## src/rtl/shift_mult_if.sv

```systemverilog
// Multiplier mutex bundle shared by compute engines and the shift-add server.
// Engines drive the master side; the server is the slave.
interface shift_mult_if #(
  parameter int NumClients = 4,
  parameter int DataWidth  = 8
);
  logic [NumClients-1:0]           req_i;
  logic [NumClients-1:0]           grant_o;
  logic [NumClients-1:0]           start_i;
  logic [NumClients*DataWidth-1:0] a_i;
  logic [NumClients*DataWidth-1:0] b_i;
  logic                            busy_o;
  logic [NumClients-1:0]           done_o;
  logic [2*DataWidth-1:0]          result_o;

  modport slave (
    input  req_i,
    input  start_i,
    input  a_i,
    input  b_i,
    output grant_o,
    output busy_o,
    output done_o,
    output result_o
  );

  modport master (
    output req_i,
    output start_i,
    output a_i,
    output b_i,
    input  grant_o,
    input  busy_o,
    input  done_o,
    input  result_o
  );
endinterface

```

## src/rtl/shift_mult_server.sv

```systemverilog
// Round-robin shared shift-add multiplier, one product bit per cycle.
// SHIFT_MULT_SIGNED_EN selects two's complement operands.
module shift_mult_server #(
  parameter int NumClients     = 4,
  parameter int DataWidth      = 8,
  parameter int ClientIdxWidth =
    (NumClients > 1) ? $clog2(NumClients) : 1
) (
  input logic         clk_i,
  input logic         reset_ni,
  shift_mult_if.slave bus
);

  localparam int ProdW = 2 * DataWidth;
  localparam int CntW  = $clog2(DataWidth + 1);
`ifdef SHIFT_MULT_SIGNED_EN
  localparam int MplW  = DataWidth + 1;
`else
  localparam int MplW  = DataWidth;
`endif

  typedef enum logic [1:0] {
    ST_IDLE,
    ST_GRANTED,
    ST_CALC,
    ST_DONE
  } state_e;

  state_e                    state_q, state_d;
  logic [NumClients-1:0]     grant_q, grant_d;
  logic [NumClients-1:0]     done_q, done_d;
  logic [ProdW-1:0]          result_q, result_d;
  logic [ClientIdxWidth-1:0] rr_q, rr_d;
  logic [ProdW-1:0]          acc_q, acc_d;
  logic [ProdW-1:0]          mcand_q, mcand_d;
  logic [MplW-1:0]           mplier_q, mplier_d;
  logic [CntW-1:0]           cnt_q, cnt_d;
`ifdef SHIFT_MULT_SIGNED_EN
  logic                      neg_q, neg_d;
`endif

  logic                      pick_valid;
  logic [ClientIdxWidth-1:0] pick_idx;
  logic [ClientIdxWidth-1:0] cand;
  logic                      req_g;
  logic                      start_g;
  logic [DataWidth-1:0]      a_sel;
  logic [DataWidth-1:0]      b_sel;
  logic [ProdW-1:0]          mcand_init;
  logic [MplW-1:0]           mplier_init;
  logic [ProdW-1:0]          product;

  // Walk downward so the client nearest rr+1 is written last and wins.
  always_comb begin
    pick_valid = 1'b0;
    pick_idx   = '0;
    cand       = '0;
    for (int i = NumClients; i >= 1; i--) begin
      cand = ClientIdxWidth'((int'(rr_q) + i) % NumClients);
      if (bus.req_i[cand]) begin
        pick_valid = 1'b1;
        pick_idx   = cand;
      end
    end
  end

  // rr_q doubles as the granted client index once a grant is out.
  always_comb begin
    req_g   = 1'b0;
    start_g = 1'b0;
    a_sel   = '0;
    b_sel   = '0;
    for (int k = 0; k < NumClients; k++) begin
      if (rr_q == ClientIdxWidth'(k)) begin
        req_g   = bus.req_i[k];
        start_g = bus.start_i[k];
        a_sel   = bus.a_i[k*DataWidth +: DataWidth];
        b_sel   = bus.b_i[k*DataWidth +: DataWidth];
      end
    end
  end

`ifdef SHIFT_MULT_SIGNED_EN
  // One extra bit keeps the magnitude of the most negative value exact.
  logic [DataWidth:0] mag_a;
  logic [DataWidth:0] mag_b;

  always_comb begin
    mag_a = a_sel[DataWidth-1]
          ? (DataWidth+1)'(0) - {1'b1, a_sel}
          : {1'b0, a_sel};
    mag_b = b_sel[DataWidth-1]
          ? (DataWidth+1)'(0) - {1'b1, b_sel}
          : {1'b0, b_sel};
    mcand_init  = ProdW'(mag_a);
    mplier_init = mag_b;
    product     = neg_q ? ProdW'(0) - acc_q : acc_q;
  end
`else
  always_comb begin
    mcand_init  = ProdW'(a_sel);
    mplier_init = b_sel;
    product     = acc_q;
  end
`endif

  always_comb begin
    state_d  = state_q;
    grant_d  = grant_q;
    done_d   = done_q;
    result_d = result_q;
    rr_d     = rr_q;
    acc_d    = acc_q;
    mcand_d  = mcand_q;
    mplier_d = mplier_q;
    cnt_d    = cnt_q;
`ifdef SHIFT_MULT_SIGNED_EN
    neg_d    = neg_q;
`endif
    unique case (state_q)
      ST_IDLE: begin
        if (pick_valid) begin
          grant_d = NumClients'(1) << pick_idx;
          rr_d    = pick_idx;
          state_d = ST_GRANTED;
        end
      end
      ST_GRANTED: begin
        if (!req_g) begin
          grant_d = '0;
          state_d = ST_IDLE;
        end else if (start_g) begin
          acc_d    = '0;
          cnt_d    = '0;
          mcand_d  = mcand_init;
          mplier_d = mplier_init;
`ifdef SHIFT_MULT_SIGNED_EN
          neg_d    = a_sel[DataWidth-1] ^ b_sel[DataWidth-1];
`endif
          state_d  = ST_CALC;
        end
      end
      ST_CALC: begin
        if (!req_g) begin
          grant_d = '0;
          state_d = ST_IDLE;
        end else if (cnt_q == CntW'(DataWidth)) begin
          result_d = product;
          done_d   = grant_q;
          state_d  = ST_DONE;
        end else begin
          if (mplier_q[0]) begin
            acc_d = acc_q + mcand_q;
          end
          mcand_d  = mcand_q << 1;
          mplier_d = mplier_q >> 1;
          cnt_d    = cnt_q + 1'b1;
        end
      end
      ST_DONE: begin
        if (!req_g) begin
          done_d  = '0;
          grant_d = '0;
          state_d = ST_IDLE;
        end
      end
      default: begin
        state_d = ST_IDLE;
      end
    endcase
  end

  always_ff @(posedge clk_i or negedge reset_ni) begin
    if (!reset_ni) begin
      state_q  <= ST_IDLE;
      grant_q  <= '0;
      done_q   <= '0;
      result_q <= '0;
      rr_q     <= ClientIdxWidth'(NumClients - 1);
      acc_q    <= '0;
      mcand_q  <= '0;
      mplier_q <= '0;
      cnt_q    <= '0;
`ifdef SHIFT_MULT_SIGNED_EN
      neg_q    <= 1'b0;
`endif
    end else begin
      state_q  <= state_d;
      grant_q  <= grant_d;
      done_q   <= done_d;
      result_q <= result_d;
      rr_q     <= rr_d;
      acc_q    <= acc_d;
      mcand_q  <= mcand_d;
      mplier_q <= mplier_d;
      cnt_q    <= cnt_d;
`ifdef SHIFT_MULT_SIGNED_EN
      neg_q    <= neg_d;
`endif
    end
  end

  assign bus.grant_o  = grant_q;
  assign bus.done_o   = done_q;
  assign bus.result_o = result_q;
  assign bus.busy_o   = (state_q == ST_CALC);

endmodule

```

## src/flat_wrapper.sv

```systemverilog
// flat-port wrapper written by rule: the top's interface ports become plain ports
module shift_mult_server_flat 
#(
  parameter int NumClients     = 4,
  parameter int DataWidth      = 8,
  parameter int ClientIdxWidth =
    (NumClients > 1) ? $clog2(NumClients) : 1
)
  (clk_i, reset_ni, bus_req_i, bus_start_i, bus_a_i, bus_b_i, bus_grant_o, bus_busy_o, bus_done_o, bus_result_o);
  shift_mult_if #(.NumClients(NumClients), .DataWidth(DataWidth)) bus_i ();
  input logic clk_i;
  input logic reset_ni;
  input wire logic [$bits(bus_i.req_i)-1:0] bus_req_i;
  input wire logic [$bits(bus_i.start_i)-1:0] bus_start_i;
  input wire logic [$bits(bus_i.a_i)-1:0] bus_a_i;
  input wire logic [$bits(bus_i.b_i)-1:0] bus_b_i;
  output wire logic [$bits(bus_i.grant_o)-1:0] bus_grant_o;
  output wire logic [$bits(bus_i.busy_o)-1:0] bus_busy_o;
  output wire logic [$bits(bus_i.done_o)-1:0] bus_done_o;
  output wire logic [$bits(bus_i.result_o)-1:0] bus_result_o;
  assign bus_i.req_i = bus_req_i;
  assign bus_i.start_i = bus_start_i;
  assign bus_i.a_i = bus_a_i;
  assign bus_i.b_i = bus_b_i;
  assign bus_grant_o = bus_i.grant_o;
  assign bus_busy_o = bus_i.busy_o;
  assign bus_done_o = bus_i.done_o;
  assign bus_result_o = bus_i.result_o;
  shift_mult_server #(.NumClients(NumClients), .DataWidth(DataWidth), .ClientIdxWidth(ClientIdxWidth)) u_core (.clk_i(clk_i), .reset_ni(reset_ni), .bus(bus_i));
endmodule
```

## config.mk

```make
export PLATFORM = sky130hd
export DESIGN_NAME = shift_mult_server_flat
export DESIGN_NICKNAME = d
export VERILOG_FILES = /design/src/rtl/shift_mult_if.sv /design/src/rtl/shift_mult_server.sv /design/src/flat_wrapper.sv
export SDC_FILE = /design/constraint.sdc
export NUM_CORES = 1
export LEC_CHECK = 0
export CORE_MARGIN = 3
export CORE_UTILIZATION = 35
export DETAILED_ROUTE_END_ITERATION = 6
export GPL_TIMING_DRIVEN = 0
export HOLD_SLACK_MARGIN = 0.1
export PLACE_DENSITY = 0.67
export SLEW_MARGIN = 15
export SYNTH_ARGS = -nofsm -noshare
export SYNTH_HDL_FRONTEND = slang
export SYNTH_SLANG_ARGS = --single-unit
```

## constraint.sdc

```tcl
create_clock -name clk_i -period 3.2 [get_ports clk_i]
set_clock_uncertainty 0.1 [all_clocks]
set_input_delay 0.96 -clock clk_i [delete_from_list [all_inputs] [get_ports clk_i]]
set_output_delay 0.96 -clock clk_i [all_outputs]
set_load 0.005 [all_outputs]
```

==> results by group <==
Outcome
  – Run status: finished, final reports clean

Floorplan
  – Core box area: 0.0122 sq mm
  – Initial Util: 36.4%
  – I/O pin count: slightly below 100
  – Die ar.: 0.0140 sq mm
  – Die Y: 118 microns
  – Row cnt: 40
  – Die width: 118 microns

Clocking
  – H-tree levels: 3
  – Num CTS Buffers: 9
  – # clock sinks: 72
  – Root buffer cell: clkbuf_16
  – Clk slew on worst S/H paths: 0.06 ns
  – CTS tree: yes
  – Worst-skew pair later-pin latency: about 0.34 ns
  – Clock tree buffer depth: 2

Synthesis
  – Net Count, Synth: 585
  – Syn Area/Cell: 9.12 sq um
  – Syn Inst Count: 485
  – Netlist cell types: 57
  – Cell with the most instances after synthesis: dfrtp_1
  – Leading area contributor after synthesis: dfrtp_1
  – Synth Cell Area: 0.00442 sq mm
  – Number of synthesized register bits: 72
  – Synth cell count leaders: dfrtp_1, nand2_1, a21oi_1
  – Synth Flop Type: dfrtp_1
  – Post-synth EDFFs: 0
  – YS warnings: 0
  – Sequential-to-total area share from yosys stat: slightly above 40%
  – Yosys top cell area share: slightly below 40%
  – Top post-synthesis cells by area: dfrtp_1, ha_1, a21oi_1, nand2_1, mux2_2
  – Asr flop ratio synth: between 90% and 100%

Critical path
  – Setup Crit Path Kind: reg2reg
  – Worst setup EP type: flip-flop
  – Worst Path Required: 3.38 ns
  – Startpoint types: flip-flop
  – R2R setup slack: around 0.18 ns
  – WP data arrival: 3.20 ns
  – Critical-path maximum fanout: 10

Power and ir drop
  – PD cells: 742 mW/mm^2
  – Peak supply drop: 0.439 mV
  – Switching Share: 40.5%
  – Clk pwr share: 24.1%
  – Leakage: 2.66 nW
  – Part of the power in registers: a little over a quarter
  – Combinational Power Share: 48.7%
  – Net Switching: 1.80 mW
  – Internal: approximately 2.7 mW
  – Total power: between 4 and 5 mW

Route
  – Metal-1 WL: 4990 microns
  – Avg WL per Cell: 14.7 microns
  – Met3 WL: 496 microns
  – Pre-antenna DRT Iters: 4
  – Routed vias: slightly above 4000
  – Met2 routed WL: 5740 microns
  – Post-DRT Antenna Nets: 0
  – Drt initial violations: 221
  – Final WL: 11400 microns
  – Top routing layer used: met4
  – DR DRC count: 0
  – Vias per cell: around 5.2

Global route
  – Overall global routing resource usage: 16.7%
  – GRT Residual Overflow: 0
  – Number of global-route vias before repair: 4010
  – Initial antenna violation count: 0
  – Largest net degree at the start of global routing: 57
  – First-pass GRT wire length: around 19000 microns

Layout
  – Synth-to-Final Area Change: 36.0%
  – Multi-input gate area: 0.00247 sq mm
  – N_diodes: 0
  – Share of post-route cells with drive strength above 1: a little over a tenth
  – Layout Nets: roughly 700
  – FF+latch area: 0.00180 sq mm
  – Fill cell count: 1153

STA
  – Fmax: 331 MHz
  – Final Critical Period: 3.02 ns
  – Final number of hold-violating endpoints: 0
  – Final Cycle Share: 94.4%
  – Final setup margin: about 0.18 ns
  – Worst slew pin tran: 0.902 ns
  – Max-slew violations: 0
  – Slew margin rel.: between 30% and 40%
  – Final setup violation count: 0

Placed design
  – Routability cong.: 0.862
  – Post-DP HPWL: 8830 microns
  – Pre-CTS setup slack: -0.181 ns
  – Count of input and output buffers: 98

Run
  – Max-Cap Viols: 0

Min path
  – Worst hold path class: reg2reg
layout make-up:
type / instances / share of cell area (%)
sequential: 72 / 30.0
inverter: 14 / 0.874
multi-input combinational: 370 / 41.0
clock buffer: 10 / 3.81
buffer: 29 / 2.21
tap: 168 / 3.49
clock inverter: 6 / 1.52
timing repair buffer: 102 / 17.1
stage by stage:
step	hold WS [ns]	instance area [sq um]	util [%]	instances	setup TNS, ns
5_1_grt	0.403	6010	49.5	771	-0.0633
2_1_floorplan	0.342	4420	-	485	0
3_5_place_dp	0.369	5640	46.4	752	-3.79
6_report	0.374	6010	49.5	771	0
4_1_cts	0.379	5960	49.0	768	0
3_3_place_gp	0.360	5610	46.2	751	-95.73
timing repair:
action	CTS	global route
setup endpoints to repair	28	48
setup buffers	0	3
pin swaps	0	2
hold buffers	0	0
gates resized for setup	3	9
cloned	0	0
cell families after synthesis:
group | synth area share [%]
buffers and inverters | 3.99
muxes | 5.49
adders and majority gates | 7.52
AOI/OAI and AO/OA | 23.8
and+or+nand+nor | 15.9
xor gates and xnor gates | 2.57
DFF | 40.8
critical path, cell delays in order, from the launching register on:
cell,delay (ns)
dfstp_2,0.55
clkbuf_2,0.19
inv_1,0.11
ha_1,0.21
clkbuf_1,0.20
nor2b_1,0.19
o311ai_1,0.37
and2_2,0.31
and3_1,0.18
buf_4,0.17
buf_2,0.22
a22o_1,0.15
routing by layer:
metal / vias to the layer above / global-route usage (%)
li1: 1989 / -
met1: 1940 / 21.2
met2: 88 / 28.7
met3: 11 / 3.59
met4: 0 / 5.00
met5: - / 0
power by group through the flow:
stage          sequential, mW  clock [mW]  combinational [mW]
2_1_floorplan            1.18           0                1.48
3_3_place_gp             1.22           0                1.99
3_5_place_dp             1.22           0                2.05
4_1_cts                  1.21        1.10                2.07
5_1_grt                  1.23        1.14                2.47
6_report                 1.21        1.08                2.17
cells in the final DEF (no fill, tap or decap), drive strengths merged, types with 2 or more instances in the layout:
master,n
a211o,2
a211oi,2
a21o,6
a21oi,51
a221o,2
a221oi,15
a22o,16
a22oi,2
a31oi,6
and2,2
and3,4
buf,18
bufinv,2
clkbuf,26
clkdlybuf4s50,97
clkinv,3
dfrtp,70
dfstp,2
ha,25
inv,15
mux2,16
mux2i,4
nand2,56
nand2b,7
nand3,3
nor2,34
nor2b,19
nor3,17
o211ai,3
o21ai,35
o21bai,2
o22ai,6
o31ai,3
or2,3
xnor2,8
xor2,5
registers in the layout (all words and copies together), names as in the netlist:
signal / flops
u_core.mplier_q: 8
u_core.rr_q: 2
u_core.bus.done_o: 4
u_core.bus.result_o: 16
u_core.mcand_q: 16
u_core.bus.grant_o: 4
u_core.acc_q: 16
u_core.state_q: 2
u_core.cnt_q: 4
worst paths after layout:
kind,from,to,depth (start not counted)
min reg2reg,u_core.mplier_q[0]$_DFFE_PN0P_,u_core.mplier_q[0]$_DFFE_PN0P_,2
min in group asynchronous,reset_ni,u_core.mplier_q[6]$_DFFE_PN0P_,1
max in group asynchronous,reset_ni,u_core.acc_q[10]$_DFFE_PN0P_,2
min,u_core.mplier_q[0]$_DFFE_PN0P_,u_core.mplier_q[0]$_DFFE_PN0P_,2
max,u_core.rr_q[0]$_DFFE_PN1P_,u_core.acc_q[7]$_DFFE_PN0P_,11
max reg2reg,u_core.rr_q[0]$_DFFE_PN1P_,u_core.acc_q[7]$_DFFE_PN0P_,11
No activity file was read; power rests on OpenSTA's default activity.
